`config.mk`:
```
export PLATFORM = sky130hd
export DESIGN_NAME = mem_access
export DESIGN_NICKNAME = d
export VERILOG_FILES = /design/src/rtl/mem_access.sv
export SDC_FILE = /design/constraint.sdc
export NUM_CORES = 1
export LEC_CHECK = 0
export BUFFER_PORTS_ARGS = -buffer_cell sky130_fd_sc_hd__buf_2
export CAP_MARGIN = 0
export CELL_PAD_IN_SITES_DETAIL_PLACEMENT = 0
export CELL_PAD_IN_SITES_GLOBAL_PLACEMENT = 1
export CORE_MARGIN = 2
export CORE_UTILIZATION = 32
export DETAILED_ROUTE_END_ITERATION = 10
export PLACE_DENSITY_LB_ADDON = 0.1
export SETUP_SLACK_MARGIN = 0.5
export SKIP_LAST_GASP = 1
export SLEW_MARGIN = 20
export SYNTH_ARGS = -nofsm -noshare
export SYNTH_HDL_FRONTEND = slang
export SYNTH_SLANG_ARGS = --single-unit
```
`constraint.sdc`:
```
create_clock -name clk -period 2.5 [get_ports clk]
set_input_delay 0.5 -clock clk [delete_from_list [all_inputs] [get_ports clk]]
set_output_delay 0.5 -clock clk [all_outputs]
set_load 0.01 [all_outputs]
```
`src/rtl/mem_access.sv`:
```
// MEM pipeline stage: drives the data-memory handshake, stalls the pipe while
// an access is outstanding, extracts the loaded byte/half/word and holds the
// MEM/WB pipeline register. All state advances on the falling clock edge.
module mem_access (
  input  logic        clk,
  input  logic        reset,
  input  logic        cu_stall,
  input  logic        cu_flush,
  input  logic        exmem_mem_r,
  input  logic        exmem_mem_w,
  input  logic        exmem_reg_w,
  input  logic [4:0]  exmem_rd_addr,
  input  logic [31:0] exmem_alu_res,
  input  logic [31:0] exmem_aligned_rt_data,
  input  logic [3:0]  mem_byte_w_en_in,
  input  logic [2:0]  exmem_load_sel,
  input  logic [31:0] exmem_pc,
  output logic        dmem_req,
  output logic        dmem_we,
  output logic [31:0] dmem_addr,
  output logic [31:0] dmem_wdata,
  output logic [3:0]  dmem_be,
  input  logic        dmem_ack,
  input  logic [31:0] dmem_rdata,
  output logic        mem_stall,
  output logic        memwb_reg_w,
  output logic [4:0]  memwb_rd_addr,
  output logic [31:0] memwb_data,
  output logic [31:0] memwb_pc
);

  // IDLE: no access outstanding. BUSY: request issued, waiting for ack.
  // DONE: data captured but the pipe is frozen by someone else; no re-issue.
  typedef enum logic [1:0] {
    S_IDLE = 2'd0,
    S_BUSY = 2'd1,
    S_DONE = 2'd2
  } state_t;

  state_t      r_state;
  state_t      w_state_nxt;
  logic [31:0] r_hold;
  logic        w_hold_ld;

  logic        w_access;
  logic        w_advance;
  logic [1:0]  w_lane;
  logic [31:0] w_raw;
  logic [7:0]  w_byte;
  logic [15:0] w_half;
  logic [31:0] w_load;
  logic [31:0] w_result;

  logic        r_memwb_reg_w;
  logic [4:0]  r_memwb_rd_addr;
  logic [31:0] r_memwb_data;
  logic [31:0] r_memwb_pc;

  assign w_access  = exmem_mem_r | exmem_mem_w;
  assign w_advance = !cu_stall && !mem_stall;
  assign w_lane    = exmem_alu_res[1:0];

  // Memory interface: request only from IDLE with a pending access, or while BUSY.
  assign dmem_req   = ((r_state == S_IDLE) && w_access) || (r_state == S_BUSY);
  assign dmem_we    = dmem_req && exmem_mem_w;
  assign dmem_addr  = {exmem_alu_res[31:2], 2'b00};
  assign dmem_wdata = exmem_aligned_rt_data;
  assign dmem_be    = dmem_we ? mem_byte_w_en_in : 4'b0000;

  // Stall is combinational from dmem_ack so a same-cycle ack costs nothing.
  assign mem_stall = ((r_state == S_IDLE) && w_access && !dmem_ack) ||
                     ((r_state == S_BUSY) && !dmem_ack);

  // Next-state logic for the memory handshake.
  always_comb begin
    // NOTE: every signal assigned here gets a default first so no path can
    // leave it unassigned and infer a latch.
    w_state_nxt = r_state;
    w_hold_ld   = 1'b0;
    case (r_state)
      S_IDLE: begin
        if (w_access) begin
          if (!dmem_ack) begin
            w_state_nxt = S_BUSY;
          end else if (cu_stall) begin
            w_state_nxt = S_DONE;
            w_hold_ld   = 1'b1;
          end
        end
      end
      S_BUSY: begin
        if (dmem_ack) begin
          if (cu_stall) begin
            w_state_nxt = S_DONE;
            w_hold_ld   = 1'b1;
          end else begin
            w_state_nxt = S_IDLE;
          end
        end
      end
      S_DONE: begin
        if (!cu_stall) w_state_nxt = S_IDLE;
      end
      default: w_state_nxt = S_IDLE;
    endcase
  end

  // State and hold register; reset wins even in the middle of an access.
  always_ff @(negedge clk) begin
    // NOTE: sequential state uses non-blocking assignments so every register
    // samples the pre-edge values regardless of statement order.
    if (reset) begin
      r_state <= S_IDLE;
      // NOTE: the hold word is a single register, not a memory array, so it is
      // cleared on reset like any other state.
      r_hold  <= 32'h0;
    end else begin
      r_state <= w_state_nxt;
      if (w_hold_ld) r_hold <= dmem_rdata;
    end
  end

  // Load extraction: pick the little-endian lane, then sign/zero-extend.
  always_comb begin
    w_raw  = (r_state == S_DONE) ? r_hold : dmem_rdata;
    w_byte = 8'h00;
    case (w_lane)
      2'd0: w_byte = w_raw[7:0];
      2'd1: w_byte = w_raw[15:8];
      2'd2: w_byte = w_raw[23:16];
      2'd3: w_byte = w_raw[31:24];
      default: w_byte = 8'h00;
    endcase
    w_half = w_lane[1] ? w_raw[31:16] : w_raw[15:0];
    w_load = w_raw;
    case (exmem_load_sel)
      3'd1:    w_load = {{24{w_byte[7]}}, w_byte};
      3'd2:    w_load = {24'h0, w_byte};
      3'd3:    w_load = {{16{w_half[15]}}, w_half};
      3'd4:    w_load = {16'h0, w_half};
      default: w_load = w_raw;
    endcase
    w_result = exmem_mem_r ? w_load : exmem_alu_res;
  end

  // MEM/WB register: load on advance, clear on flushed advance, else hold.
  always_ff @(negedge clk) begin
    if (reset) begin
      r_memwb_reg_w   <= 1'b0;
      r_memwb_rd_addr <= 5'd0;
      r_memwb_data    <= 32'h0;
      r_memwb_pc      <= 32'h0;
    end else if (w_advance) begin
      if (cu_flush) begin
        r_memwb_reg_w   <= 1'b0;
        r_memwb_rd_addr <= 5'd0;
        r_memwb_data    <= 32'h0;
        r_memwb_pc      <= 32'h0;
      end else begin
        r_memwb_reg_w   <= exmem_reg_w;
        r_memwb_rd_addr <= exmem_rd_addr;
        r_memwb_data    <= w_result;
        r_memwb_pc      <= exmem_pc;
      end
    end
  end

  assign memwb_reg_w   = r_memwb_reg_w;
  assign memwb_rd_addr = r_memwb_rd_addr;
  assign memwb_data    = r_memwb_data;
  assign memwb_pc      = r_memwb_pc;

endmodule

```
==> out/qor.yml <==
grt:
  overflow: 0
  gr-usage-all-layers: 0.2364
  grt_max_degree: 39
  grt_pass1_vias: 6639
  grt_pass1_wl_um: 33590
  antenna_found_initial: 0
finish:
  drive_gt1_frac: 0.6019
  final_area_mm2: 0.01061
  nNetsFinal: 1276
  fill_cells: 1550
  areaGrowthSynthToFinish_pct: 88.19
  final_cell_mix: "142 x buf_4, 136 x buf_2, 107 x inv_1"
  num_antenna_cells: 0
  utilization: 0.6153
  fin_cells: 1358
  final_common_cell: "buf_4"
place:
  dpl.hpwl_um: 15260
  io_buffers: 222
  place_inst: 1148
  dpl_worst_slack_ps: -1253
  place_congestion: 0.8988
  placed_area_mm2: 0.007392
outcome:
  status: "finished, violations left"
  violations: "setup timing"
die:
  floorplan.initialDensity: 0.3269
  die_y_um: 136.7
  fp.dieW_um: 136.7
  rows: 48
  core_area_mm2: 0.01724
  io_pins: 289
  dieArea_mm2: 0.01869
power_and_ir_drop:
  ir_drop_mv: 0.3611
  p_sw_mw: 1.924
  netSwitchingFraction: 0.3594
  combinationalPowerShare: 0.265
  p_clk_frac: 0.399
  cellPowerDensity_mw_per_mm2: 504.7
  power_frac_seq: 0.336
  internal-power_mw: 3.428
  power.leakage_nw: 4.994
clock_tree:
  numCtsBuffers: 9
  cts_buffer_depth: 2
  numClockSinks: 104
  clkLatencyLatePin_ps: 430
  cts_root_buf: "clkbuf_16"
  htree_levels: 3
  cts_tree: "yes"
  clk_pin_slew_worst_paths_ps: 30
timing:
  rsz0062_at_grt: "yes"
  hold_violations: 0
  fin_skew_ps: 21.99
  setup_viol: 179
  fin_hold_ws_ps: 443.3
  timing.final.ws_setup_ps: -549.4
  drv_slew: 0
  relSlewSlack: 0.5560
  worstMarginPinSlew_ps: 664.4
critical_path:
  slowest_stage: "dfxtp_2"
  crit_chain: "nor3_4 > buf_6 > nor2_4 > buf_6 > buf_6"
  path_max_fanout: 2
  cp.required_ps: 2000
  start_kind: "flip-flop"
  crit_path_frequent_cell: "buf_6"
  cp_slowest_stage_delay_ps: 320
  path_class: "flip-flop to output port"
  endpoint_kind: "output port"
  cp.arrival_ps: 2550
job:
  maxCapViolCount: 0
routing:
  viasPerCell: 5.077
  num_vias: 6894
  wl_per_cell_um: 17.95
  drt_iter0_markers: 300
  drtAntennaViolNets: 0
  dr.pass1.iters: 4
  drt-total-wl_um: 24370
  drc: 0
synth:
  synth_area_per_cell_um2: 7.904
  synth_edf_count: 0
  synth-seq-cells: 104
  netlist_area_mm2: 0.005635
  ys.warnings.count: 0
  seq_area_frac_synth: 0.3694
  async_reset_ff_frac: 0
  ys_types: 50
  syn-instance-count: 713
  ys.flop_type: "dfxtp_1"
worst_hold_path:
  hp-class: "flip-flop to flip-flop"
cell type report:
cell class / count / area [um^2] / share of cell area
repair buffers: 418 / 3792 / 0.3576
well taps: 225 / 281.5 / 0.02655
clock buffers: 9 / 225.2 / 0.02124
multi-input cells: 486 / 3616 / 0.3410
clock inverters: 111 / 466.7 / 0.04401
inverters: 5 / 26.28 / 0.002478
flip-flops and latches: 104 / 2197 / 0.2072
stage by stage:
stage,total power [mW],TNS [ps]
after detailed placement,2.998,-70290
after global routing,5.689,-45720
after global placement,2.986,-66920
after floorplan,2.621,-39740
after CTS,5.254,-38230
final,5.352,-38370
path summary, 6_finish.rpt:
kind | start | to | slack [ps] | depth (start not counted)
worst min register to register | memwb_data[5]$_SDFFE_NP0P_ | memwb_data[5]$_SDFFE_NP0P_ | 440 | 2
worst min-delay path | memwb_data[5]$_SDFFE_NP0P_ | memwb_data[5]$_SDFFE_NP0P_ | 440 | 2
worst max-delay path | r_state[0]$_SDFFE_NP0P_ | dmem_req | -550 | 5
worst max register to register | r_state[0]$_SDFFE_NP0P_ | memwb_data[2]$_SDFFE_NP0P_ | 150 | 10
registers in the layout (all words and copies together) (netlist names):
name	cells
memwb_rd_addr	5
memwb_reg_w	1
memwb_pc	32
memwb_data	32
r_hold	32
r_state	2
timing repair:
item,in CTS,in global routing
resized for setup,253,99
gates cloned,12,8
hold endpoints to repair,0,0
setup buffers,39,32
hold buffers,0,0
endpoints found under the setup margin,181,181
pin swaps,45,95
layer usage:
layer / vias to the layer above / track usage / share of wire / wire length, um
li1: 3268 / - / - / -
met1: 3334 / 0.2706 / 0.40 / 9789
met2: 259 / 0.4075 / 0.52 / 12740
met3: 33 / 0.05963 / 0.058 / 1404
met4: 0 / 0.1186 / 0.018 / 443
met5: - / 0 / 0 / 0
worst max-delay path: cells and delay by family, from the launching register on:
kind	cells	cell delay, ps
buffers and inverters	3	350
flip-flops	1	320
AND/OR/NAND/NOR	2	210
kinds of logic (layout without fill, tap and decap cells):
family	Yosys count	in the layout	share of synthesized area
flip-flops	104	104	0.3694
buffers and inverters	124	543	0.1332
AND/OR/NAND/NOR	257	257	0.2231
other	1	2	0.0006654
AO/OA/AOI/OAI	195	195	0.2125
multiplexers	30	30	0.05662
XOR/XNOR	2	2	0.004442
synth_stat cells (6+ instances only):
| master | number | share of area |
|---|---|---|
| nor2b_1 | 6 | 0.0067 |
| dfxtp_1 | 104 | 0.37 |
| inv_1 | 6 | 0.0040 |
| nor3_1 | 8 | 0.0071 |
| clkbuf_1 | 40 | 0.027 |
| o21ai_2 | 10 | 0.016 |
| mux2i_1 | 24 | 0.043 |
| a221oi_1 | 11 | 0.017 |
| nand2_1 | 146 | 0.097 |
| nand3_1 | 20 | 0.018 |
| o211ai_1 | 16 | 0.021 |
| nor2_1 | 14 | 0.0093 |
| o21ai_0 | 44 | 0.039 |
| buf_4 | 66 | 0.088 |
| nand3b_1 | 38 | 0.051 |
| a21oi_1 | 92 | 0.082 |
power by group through the flow:
stage / Sequential [mW] / Clock [mW] / Combinational [mW]
floorplan: 1.83 / 0.254 / 0.537
global route: 1.80 / 2.39 / 1.50
finish: 1.80 / 2.14 / 1.42
CTS: 1.80 / 2.19 / 1.26
global placement: 1.81 / 0.254 / 0.922
detailed placement: 1.81 / 0.254 / 0.929
(Power assumes the default switching activity.)
